==> src/rtl/uart_rx.sv <==
// uart_rx: oversampling UART receiver with phase-accumulator tick generation
module uart_rx #(
    parameter int CLK_FREQ   = 100_000_000,
    parameter int DATA_WIDTH = 8,
    parameter int OVERSAMPLE = 16
) (
    input  logic                  S_AXI_ACLK,
    input  logic                  S_AXI_ARESETN,
    input  logic                  UART_RX,
    input  logic [31:0]           baud_rate,
    output logic [DATA_WIDTH-1:0] rx_data,
    output logic                  rx_done,
    output logic                  rx_ready,
    output logic                  frame_error
);
    localparam int TW = OVERSAMPLE > 2 ? $clog2(OVERSAMPLE) : 1;
    localparam int BW = $clog2(DATA_WIDTH + 1);
    localparam logic [TW-1:0] T_LAST = TW'(OVERSAMPLE - 1);
    localparam logic [TW-1:0] T_HALF = TW'(OVERSAMPLE / 2 - 1);
    localparam logic [BW-1:0] B_LAST = BW'(DATA_WIDTH - 1);
    localparam logic [32:0]   CF     = 33'(CLK_FREQ);

    typedef enum logic [1:0] {IDLE, START, DATA, STOP} state_t;

    state_t                state, state_next;
    logic [1:0]            sync;
    logic                  line;
    logic [63:0]           prod;
    logic [31:0]           inc_new, inc, acc;
    logic [32:0]           sum;
    logic                  tick, tick_end, tick_half;
    logic [TW-1:0]         tick_cnt;
    logic [BW-1:0]         bit_cnt;
    logic [DATA_WIDTH-1:0] shift;
    logic                  start, sample, done_set, err_set;

    assign line      = sync[1];
    assign prod      = 64'(baud_rate) * 64'(OVERSAMPLE);
    assign inc_new   = prod >= 64'(CLK_FREQ) ? CF[31:0] : prod[31:0];
    assign sum       = {1'b0, acc} + {1'b0, inc};
    assign tick      = state != IDLE && sum >= CF;
    assign tick_end  = tick && tick_cnt == T_LAST;
    assign tick_half = tick && tick_cnt == T_HALF;
    assign rx_ready  = state == IDLE;

    // Two-flop synchronizer; idles high so reset does not look like a start bit
    always_ff @(posedge S_AXI_ACLK or negedge S_AXI_ARESETN) begin
        if (!S_AXI_ARESETN) sync <= 2'b11;
        else                sync <= {sync[0], UART_RX};
    end

    // State register
    always_ff @(posedge S_AXI_ACLK or negedge S_AXI_ARESETN) begin
        if (!S_AXI_ARESETN) state <= IDLE;
        else                state <= state_next;
    end

    // Next-state and per-cycle strobes; a zero baud rate never starts a frame
    always_comb begin
        state_next = state;
        start      = 1'b0;
        sample     = 1'b0;
        done_set   = 1'b0;
        err_set    = 1'b0;
        unique case (state)
            IDLE:  if (!line && baud_rate != 32'd0) begin
                       start      = 1'b1;
                       state_next = START;
                   end
            START: if (tick_half) state_next = line ? IDLE : DATA;
            DATA:  if (tick_end) begin
                       sample     = 1'b1;
                       state_next = bit_cnt == B_LAST ? STOP : DATA;
                   end
            STOP:  if (tick_end) begin
                       done_set   = line;
                       err_set    = !line;
                       state_next = IDLE;
                   end
            default: state_next = IDLE;
        endcase
    end

    // Phase accumulator; increment frozen at start detection for the whole frame
    always_ff @(posedge S_AXI_ACLK or negedge S_AXI_ARESETN) begin
        if (!S_AXI_ARESETN) begin
            inc <= '0;
            acc <= '0;
        end else begin
            if (start) inc <= inc_new;
            acc <= state == IDLE ? '0 : tick ? 32'(sum - CF) : sum[31:0];
        end
    end

    // Tick and bit counters restart on every state change
    always_ff @(posedge S_AXI_ACLK or negedge S_AXI_ARESETN) begin
        if (!S_AXI_ARESETN) begin
            tick_cnt <= '0;
            bit_cnt  <= '0;
        end else if (state_next != state) begin
            tick_cnt <= '0;
            bit_cnt  <= '0;
        end else begin
            if (tick)   tick_cnt <= tick_end ? '0 : tick_cnt + 1'b1;
            if (sample) bit_cnt  <= bit_cnt + 1'b1;
        end
    end

    // LSB-first shift register and registered result pulses
    always_ff @(posedge S_AXI_ACLK or negedge S_AXI_ARESETN) begin
        if (!S_AXI_ARESETN) begin
            shift       <= '0;
            rx_data     <= '0;
            rx_done     <= 1'b0;
            frame_error <= 1'b0;
        end else begin
            if (sample)   shift   <= {line, shift[DATA_WIDTH-1:1]};
            if (done_set) rx_data <= shift;
            rx_done     <= done_set;
            frame_error <= err_set;
        end
    end
endmodule

==> config.mk <==
export PLATFORM = sky130hd
export DESIGN_NAME = uart_rx
export DESIGN_NICKNAME = d
export VERILOG_FILES = /design/src/rtl/uart_rx.sv
export SDC_FILE = /design/constraint.sdc
export NUM_CORES = 1
export LEC_CHECK = 0
export BUFFER_PORTS_ARGS = -buffer_cell sky130_fd_sc_hd__clkbuf_2
export CAP_MARGIN = 20
export CORE_MARGIN = 2
export CORE_UTILIZATION = 35
export CTS_BUF_LIST = sky130_fd_sc_hd__clkbuf_8
export DETAILED_ROUTE_END_ITERATION = 16
export HOLD_SLACK_MARGIN = 0.08
export SKIP_CTS_REPAIR_TIMING = 1
export SLEW_MARGIN = 10
export SYNTH_ARGS = -nofsm -noshare
export SYNTH_HDL_FRONTEND = slang
export SYNTH_SLANG_ARGS = --single-unit
==> constraint.sdc <==
create_clock -name S_AXI_ACLK -period 4.3 [get_ports S_AXI_ACLK]
set_input_delay 0.645 -clock S_AXI_ACLK [delete_from_list [all_inputs] [get_ports S_AXI_ACLK]]
set_output_delay 0.645 -clock S_AXI_ACLK [all_outputs]
set_load 0.005 [all_outputs]
==> impl_metrics.csv, run 1 <==
group,metric,value,unit
status,outcome,"completed",
route,drc,0,
floorplanning,start_util,0.354,
yosys,yosysTopAreaCellShare,0.376,
timing,worst-slew-pin-transition,0.660,ns
place,postPlaceCellArea,0.00618,mm^2
route,met1Wirelength,7340,um
yosys,ys_seq_area_frac,0.386,
clock_network,clk_latency,0.38,ns
timing,drv_slew,0,
clock_network,h-tree-depth,3,
floorplanning,dieArea,0.0170,mm^2
critical_path,cp.arrival,4.40,ns
pwr,ir_drop,0.349,mV
timing,setup_viol,0,
place,io_buffers,45,
clock_network,tritoncts,"yes",
global_route,grt_antenna_before_repair,0,
floorplanning,boundaryPins,46,
yosys,synth_flop_cell,"dfrtp_1",
final_layout,drive_above_1_share,0.206,
timing,worst_hold_slack,0.166,ns
pwr,fin_total_pwr,4.70,mW
yosys,avgSynthCellArea,9.22,um^2
yosys,yosysWarnings,0,
timing,final.min_clock_period,4.14,ns
floorplanning,fp-row-count,46,
critical_path,ff2ff_setup_slack,0.16,ns
route,met3_length,791,um
clock_network,clock-sinks,86,
yosys,yosysTopAreaCell,"dfrtp_1",
timing,final.setup_skew,0.0140,ns
route,wl,15200,um
route,detail-route-antenna-nets,0,
critical_path,r2r_end,"state[0]$_DFF_PN0_",
route,first_iter_violations,285,
timing,tns,0,ns
critical_path,critPathRequiredTime,4.57,ns
route,via_per_inst,5.59,
critical_path,r2r_cells,17,
yosys,synth_area,0.00559,mm^2
yosys,synth.net_count,674,
place,dp.cells,871,
critical_path,setup.worst_path.end_class,"flip-flop",
critical_path,cp_max_fo,11,
clock_network,root_buffer,"clkbuf_8",
timing,finalWorstSetupSlack,0.164,ns
yosys,synthCells,606,
global_route,grt_overflow,0,
critical_path,endpoint,"state[0]$_DFF_PN0_",
global_route,grt_pass1_vias,4755,
route,dr_wl_met2,6850,um
floorplanning,die_x,130,um
yosys,synth.area.top_cells,"dfrtp_1 (38%), ha_1 (7.2%), a21oi_1 (5.3%), o21ai_0 (3.5%), mux2_2 (3.4%)",
floorplanning,coreArea,0.0158,mm^2
clock_network,clk_path_buf_depth,2,
clock_network,path_clk_slew,0.10,ns
yosys,yosys-top-cells-count,"dfrtp_1 (84), a21oi_1 (59), nand2_1 (50), nor2_1 (39), o21ai_0 (39)",
route,dr.pass1.iters,4,
final_layout,register_area,0.00215,mm^2
route,vias,4985,
route,routed.top_layer,"met4",
critical_path,r2r-start,"inc[4]$_DFFE_PN0P_",
yosys,async_flop_share,1.00,
timing,finalCritPeriodShare,0.962,
final_layout,stdcell_area,0.00652,mm^2
final_layout,fillers,1586,
pwr,p_leak,2.89,nW
final_layout,layoutNonFillerInstCount,891,
yosys,ys_ff_latch,86,
place,dp_hpwl,11600,um
yosys,synth_edf_count,0,
timing,max_freq,242,MHz
place,pre_cts_ws,-0.139,ns
final_layout,final_core_util,0.413,
critical_path,worst_setup_path_start_kind,"flip-flop",
final_layout,multi_input_area,0.00338,mm^2
global_route,grt.total_usage,0.187,
timing,slew_headroom,0.557,
global_route,grt_pass1_wl,24600,um
global_route,grt_max_degree,87,
floorplanning,die_h,130,um
final_layout,diodes,0,
timing,finalHoldViolCount,0,
final_layout,nets,738,
critical_path,startpoint,"inc[4]$_DFFE_PN0P_",
critical_path,crit_type,"reg2reg",
clock_network,cts_buffers,9,
pwr,powerDensity,721,mW/mm^2
run,cap_viol_max_count,0,
min_path,min_path_type,"in2async",
final_layout,areaGrowthSynthToFinish,16.7,%
yosys,synth.distinct_cells,70,
timing,rsz0062_at_grt,"false",
yosys,yosysMostFrequentCell,"dfrtp_1",
route,routedWlPerCell,17.1,um
place,gp_congestion,0.918,
registers in the layout, indices dropped and copies added, names as in the netlist:
name         flops
acc             28
inc             28
rx_data          8
shift            8
bit_cnt          4
tick_cnt         4
state            2
sync             2
frame_error      1
rx_done          1
cell usage in the layout (no fill, tap or decap), types with 15 or more instances in the layout:
master	Yosys	final
xnor2_1	15	15
buf_4	2	25
nand3_1	15	15
nand2_1	50	50
dfrtp_1	84	84
ha_1	32	30
clkbuf_2	0	44
nor2_1	39	39
inv_1	15	16
and2_1	17	17
o21ai_0	39	38
nor3_1	17	17
a21oi_1	59	58
mux2_2	17	17
critical path, cell delays in order (launching register included):
cell	delay (ns)
dfrtp_1	0.39
ha_1	0.22
inv_1	0.08
fa_2	0.21
nand2b_4	0.14
a21o_1	0.18
a21oi_2	0.09
or3_1	0.34
a21o_1	0.22
or4_4	0.56
nor4b_4	0.31
nor2b_2	0.09
buf_4	0.15
o41ai_4	0.34
buf_6	0.17
buf_4	0.18
nand2_1	0.07
a221o_1	0.30
worst min path at each step:
stage / cells after the start / startpoint / end / slack (ns)
after global placement: 0 / sync[0]$_DFF_PN1_ / sync[1]$_DFF_PN1_ / 0.35
after floorplan: 0 / S_AXI_ARESETN / acc[10]$_DFF_PN0_ / 0.35
final: 1 / S_AXI_ARESETN / inc[10]$_DFFE_PN0P_ / 0.17
after CTS: 1 / UART_RX / sync[0]$_DFF_PN1_ / 0.32
after global routing: 1 / S_AXI_ARESETN / inc[7]$_DFFE_PN0P_ / 0.17
after detailed placement: 0 / sync[0]$_DFF_PN1_ / sync[1]$_DFF_PN1_ / 0.35
power by group:
group / switching, mW / internal [mW] / total [mW]
clock network: 0.330 / 0.277 / 0.606
logic: 1.77 / 1.28 / 3.05
registers: 0.0744 / 0.973 / 1.05
metal layers:
metal  global-route usage  vias up
li1                     -     2410
met4               0.0613        0
met5                    0        -
met1                0.266     2411
met3               0.0336       23
met2                0.289      141
logic make-up (layout without fill, tap and decap cells):
| logic type | Yosys count | count (layout) | synth area share |
|---|---|---|---|
| fa+ha+maj | 33 | 33 | 0.0753 |
| flops | 86 | 86 | 0.386 |
| buf+inv | 33 | 102 | 0.0242 |
| simple gates | 214 | 214 | 0.202 |
| mux | 19 | 19 | 0.0378 |
| xor+xnor | 24 | 24 | 0.0376 |
| compound gates | 197 | 197 | 0.238 |
layout make-up:
type | count | share of cell area
multi-input combinational | 487 | 0.519
inverter | 15 | 0.00864
clock buffer | 9 | 0.0190
clock inverter | 7 | 0.0125
timing repair buffer | 71 | 0.0685
tap | 216 | 0.0415
sequential | 86 | 0.331
(Power assumes the default switching activity.)
==> run 2, diff against run 1 <==
CORE_UTILIZATION = 40   (was 35)
==> impl_metrics.csv, run 2 (synthesized netlist as in run 1, its figures left out) <==
group,metric,value,unit
global_route,use_met2,0.322,
final_layout,final_cell_mix,"dfrtp_1 (84), a21oi_1 (56), nand2_1 (50)",
global_route,grt_overflow,0,
global_route,grt_pass1_wl,24500,um
timing,max_freq,243,MHz
timing,final.setup_skew,0.0134,ns
clock_network,cts_buffers,9,
final_layout,fillers,1358,
critical_path,r2r-start,"inc[4]$_DFFE_PN0P_",
global_route,use_met1,0.307,
critical_path,startpoint,"inc[4]$_DFFE_PN0P_",
final_layout,diodes,0,
clock_network,clock-sinks,86,
place,dp_hpwl,11700,um
route,first_iter_violations,347,
global_route,grt.total_usage,0.212,
timing,drv_slew,0,
place,pre_cts_ws,-0.0694,ns
floorplanning,die_h,122,um
clock_network,tritoncts,"yes",
floorplanning,dieArea,0.0149,mm^2
timing,slew_headroom,0.439,
final_layout,multi_input_area,0.00338,mm^2
final_layout,areaGrowthSynthToFinish,15.6,%
final_layout,nets,736,
final_layout,drive_above_1_share,0.202,
clock_network,clk_latency,0.39,ns
critical_path,endpoint,"bit_cnt[3]$_DFFE_PN0P_",
clock_network,h-tree-depth,3,
global_route,grt.busiest_layer,"met2",
final_layout,register_area,0.00215,mm^2
critical_path,path_cells,"ha_1, inv_1, fa_1, nand2b_4, a21o_1, a21oi_2, or3_1, a21o_1, or4_4, nor4b_4, nor2b_1, o41a_2, buf_12, or4_1, a21oi_1",
final_layout,final_core_util,0.469,
pwr,powerDensity,729,mW/mm^2
floorplanning,start_util,0.406,
floorplanning,fp-row-count,43,
global_route,grt_antenna_before_repair,0,
final_layout,final_common_cell,"dfrtp_1",
timing,final.min_clock_period,4.11,ns
global_route,grt_max_degree,67,
critical_path,cp.arrival,4.42,ns
final_layout,reg.largest.list,"acc x28, inc x28",
timing,rsz0062_at_grt,"false",
timing,finalCritPeriodShare,0.957,
timing,finalHoldViolCount,0,
critical_path,crit_top_cell,"a21o_1",
min_path,min_path_type,"in2async",
timing,setup_viol,0,
critical_path,ff2ff_setup_slack,0.19,ns
timing,worst_hold_slack,0.348,ns
route,dr.pass1.iters,5,
timing,finalWorstSetupSlack,0.187,ns
route,routedWlPerCell,17.6,um
critical_path,r2r_end,"bit_cnt[3]$_DFFE_PN0P_",
pwr,ir_drop,0.294,mV
status,outcome,"completed",
floorplanning,boundaryPins,46,
clock_network,clk_path_buf_depth,2,
floorplanning,coreArea,0.0138,mm^2
critical_path,cpMaxStageDelayCell,"or4_4",
critical_path,worst_setup_path_start_kind,"flip-flop",
critical_path,cpPeakStageDelay,0.56,ns
global_route,met3_usage,0.0384,
route,vias,5007,
floorplanning,die_x,122,um
critical_path,critPathRequiredTime,4.61,ns
critical_path,setup.worst_path.end_class,"flip-flop",
route,wl,15000,um
final_layout,layoutNonFillerInstCount,853,
critical_path,crit_type,"reg2reg",
clock_network,path_clk_slew,0.09,ns
place,dp.cells,833,
place,io_buffers,45,
run,cap_viol_max_count,0,
critical_path,cp_max_fo,34,
route,drc,0,
timing,worst-slew-pin-transition,0.842,ns
critical_path,r2r_cells,15,
route,detail-route-antenna-nets,0,
pwr,p_leak,2.89,nW
place,gp_congestion,0.947,
route,via_per_inst,5.87,
global_route,grt_pass1_vias,4784,
clock_network,root_buffer,"clkbuf_8",
==> run 2: cell count changes in the layout (fill, tap and decap cells not counted), sizes merged <==
cell	before	now
buf	27	24
clkbuf	53	54
inv	19	18
nand4	8	9
==> run 2: critical path, delay by kind of cell, from the launching register on <==
| kind | cells | cell delay, ns |
|---|---|---|
| simple gates | 6 | 1.93 |
| compound gates | 5 | 1.05 |
| fa+ha+maj | 2 | 0.42 |
| flops | 1 | 0.39 |
| buf+inv | 2 | 0.25 |
==> run 2: report_power, final <==
group	switching (mW)	internal, mW	total (mW)	leakage [nW]
combinational	1.77	1.27	3.03	1.69
clock	0.327	0.294	0.621	0.110
sequential	0.0784	0.973	1.05	1.08
==> run 2: how the worst min path moves through the flow <==
| stage | cells after the start | from | end |
|---|---|---|---|
| 2_1_floorplan | 0 | S_AXI_ARESETN | acc[10]$_DFF_PN0_ |
| 3_3_place_gp | 0 | sync[0]$_DFF_PN1_ | sync[1]$_DFF_PN1_ |
| 3_5_place_dp | 0 | sync[0]$_DFF_PN1_ | sync[1]$_DFF_PN1_ |
| 4_1_cts | 1 | UART_RX | sync[0]$_DFF_PN1_ |
| 5_1_grt | 1 | UART_RX | sync[0]$_DFF_PN1_ |
| 6_report | 1 | S_AXI_ARESETN | inc[6]$_DFFE_PN0P_ |
==> run 2: stage by stage <==
stage	power [mW]	instance area (um^2)	TNS [ns]
final	4.70	6460	0
after CTS	4.61	6350	-0.766
after global routing	5.10	6460	0
after floorplan	3.16	5590	0
after global placement	3.92	6130	0
after detailed placement	3.97	6130	-0.476
==> run 2: metal layers <==
metal  up-vias  routed length (um)  share of wire
li1       2403                   -              -
met1      2470                7310           0.49
met2       117                6820           0.46
met3        17                 623          0.042
met4         0                 223          0.015
met5         -                   0              0
==> run 2: layout make-up <==
| cell class | instances | share of cell area |
|---|---|---|
| timing repair buffer | 68 | 0.0651 |
| inverter | 15 | 0.00872 |
| clock inverter | 6 | 0.0120 |
| sequential | 86 | 0.334 |
| clock buffer | 10 | 0.0213 |
| tap | 180 | 0.0349 |
| multi-input combinational | 488 | 0.524 |
==> run 3, diff against run 2 <==
MAX_ROUTING_LAYER = met4   (was not set)
==> impl_metrics.csv, run 3 (synthesized netlist as in run 1, its figures left out) <==
group,metric,value,unit
pwr,p_leak,2.89,nW
floorplanning,coreArea,0.0138,mm^2
critical_path,cp.arrival,4.45,ns
clock_network,path_clk_slew,0.10,ns
run,cap_viol_max_count,0,
floorplanning,dieArea,0.0149,mm^2
global_route,grt.total_usage,0.219,
floorplanning,boundaryPins,46,
clock_network,cts_buffers,9,
critical_path,cp_max_fo,16,
final_layout,layoutNonFillerInstCount,855,
route,detail-route-antenna-nets,0,
global_route,grt_pass1_wl,24600,um
route,dr.pass1.iters,4,
critical_path,ff2ff_setup_slack,0.12,ns
timing,rsz0062_at_grt,"true",
timing,slew_headroom,0.460,
floorplanning,start_util,0.406,
clock_network,root_buffer,"clkbuf_8",
final_layout,reg.largest.list,"acc x28, inc x28",
route,first_iter_violations,286,
timing,drv_slew,0,
global_route,grt_overflow,0,
clock_network,clk_latency,0.38,ns
route,drc,0,
clock_network,tritoncts,"yes",
timing,finalHoldViolCount,0,
final_layout,nets,738,
floorplanning,die_x,122,um
final_layout,final_cell_mix,"dfrtp_1 (84), a21oi_1 (55), nand2_1 (50)",
timing,finalCritPeriodShare,0.971,
pwr,powerDensity,725,mW/mm^2
critical_path,r2r_end,"state[0]$_DFF_PN0_",
final_layout,areaGrowthSynthToFinish,16.4,%
clock_network,h-tree-depth,3,
min_path,min_path_type,"in2async",
place,gp_congestion,0.963,
critical_path,setup.worst_path.end_class,"flip-flop",
global_route,grt_pass1_vias,4800,
critical_path,r2r-start,"inc[6]$_DFFE_PN0P_",
pwr,fin_total_pwr,4.71,mW
place,dp.cells,833,
place,dp_hpwl,11600,um
critical_path,crit_type,"reg2reg",
timing,final.min_clock_period,4.18,ns
route,via_per_inst,5.87,
status,outcome,"completed",
clock_network,clk_path_buf_depth,2,
final_layout,final_common_cell,"dfrtp_1",
place,io_buffers,45,
floorplanning,fp-row-count,43,
timing,worst-slew-pin-transition,0.810,ns
final_layout,diodes,0,
global_route,grt_antenna_before_repair,0,
global_route,grt_max_degree,66,
critical_path,critPathRequiredTime,4.57,ns
floorplanning,die_h,122,um
timing,setup_viol,0,
pwr,ir_drop,0.296,mV
final_layout,drive_above_1_share,0.209,
final_layout,final_core_util,0.472,
timing,final.setup_skew,0.0141,ns
critical_path,r2r_cells,16,
critical_path,worst_setup_path_start_kind,"flip-flop",
timing,max_freq,239,MHz
route,routedWlPerCell,17.8,um
route,wl,15300,um
clock_network,clock-sinks,86,
route,vias,5023,
==> run 3: how the worst max path moves through the flow <==
stage,from,endpoint,slack [ns],cells after the start
after floorplan,inc[4]$_DFFE_PN0P_,rx_data[0]$_DFFE_PN0P_,0.46,14
after CTS,inc[4]$_DFFE_PN0P_,bit_cnt[3]$_DFFE_PN0P_,-0.04,15
after detailed placement,inc[4]$_DFFE_PN0P_,rx_data[1]$_DFFE_PN0P_,-0.05,15
final,inc[6]$_DFFE_PN0P_,state[0]$_DFF_PN0_,0.12,16
after global routing,inc[4]$_DFFE_PN0P_,rx_data[0]$_DFFE_PN0P_,-0.06,17
after global placement,inc[4]$_DFFE_PN0P_,bit_cnt[3]$_DFFE_PN0P_,0.13,15
==> run 3: power breakdown <==
part           total (mW)  internal [mW]  switching, mW
sequential           1.05          0.973         0.0794
combinational        3.05           1.27           1.78
clock               0.607          0.277          0.331
total                4.71           2.52           2.19
==> run 3: cell type report <==
cell class,count,area [um^2]
clock buffer,9,124
clock inverter,7,80.1
fill,1365,7270
inverter,15,56.3
multi-input combinational,488,3420
sequential,86,2150
tap,180,225
timing repair buffer,70,439
==> run 3: critical path, cell delays in order (launching register included) <==
cell      delay (ns)
dfrtp_1         0.41
ha_1            0.42
and4_1          0.38
o21ai_1         0.11
and2_1          0.20
inv_1           0.10
ha_2            0.17
nand4b_1        0.10
or4_4           0.59
nor4b_4         0.28
nor2b_2         0.08
buf_4           0.15
o41ai_4         0.38
buf_6           0.18
buf_6           0.17
nand2_1         0.06
a221o_1         0.28
==> run 3: per-layer routing <==
| metal | global-route usage | up-vias | share of wire |
|---|---|---|---|
| li1 | - | 2413 | - |
| met1 | 0.309 | 2484 | 0.50 |
| met2 | 0.318 | 104 | 0.44 |
| met3 | 0.0370 | 22 | 0.039 |
| met4 | 0.0704 | 0 | 0.020 |
| met5 | - | - | 0 |
==> run 3: stage by stage <==
stage               setup TNS (ns)  worst slack [ns]  hold WS (ns)  cell area [um^2]
finish                           0             0.123         0.348              6500
detailed placement          -0.376           -0.0466         0.349              6130
global placement                 0             0.132         0.346              6130
global route                -0.627           -0.0585         0.335              6500
CTS                         -0.284           -0.0389         0.333              6330
floorplan                        0             0.456         0.345              5590
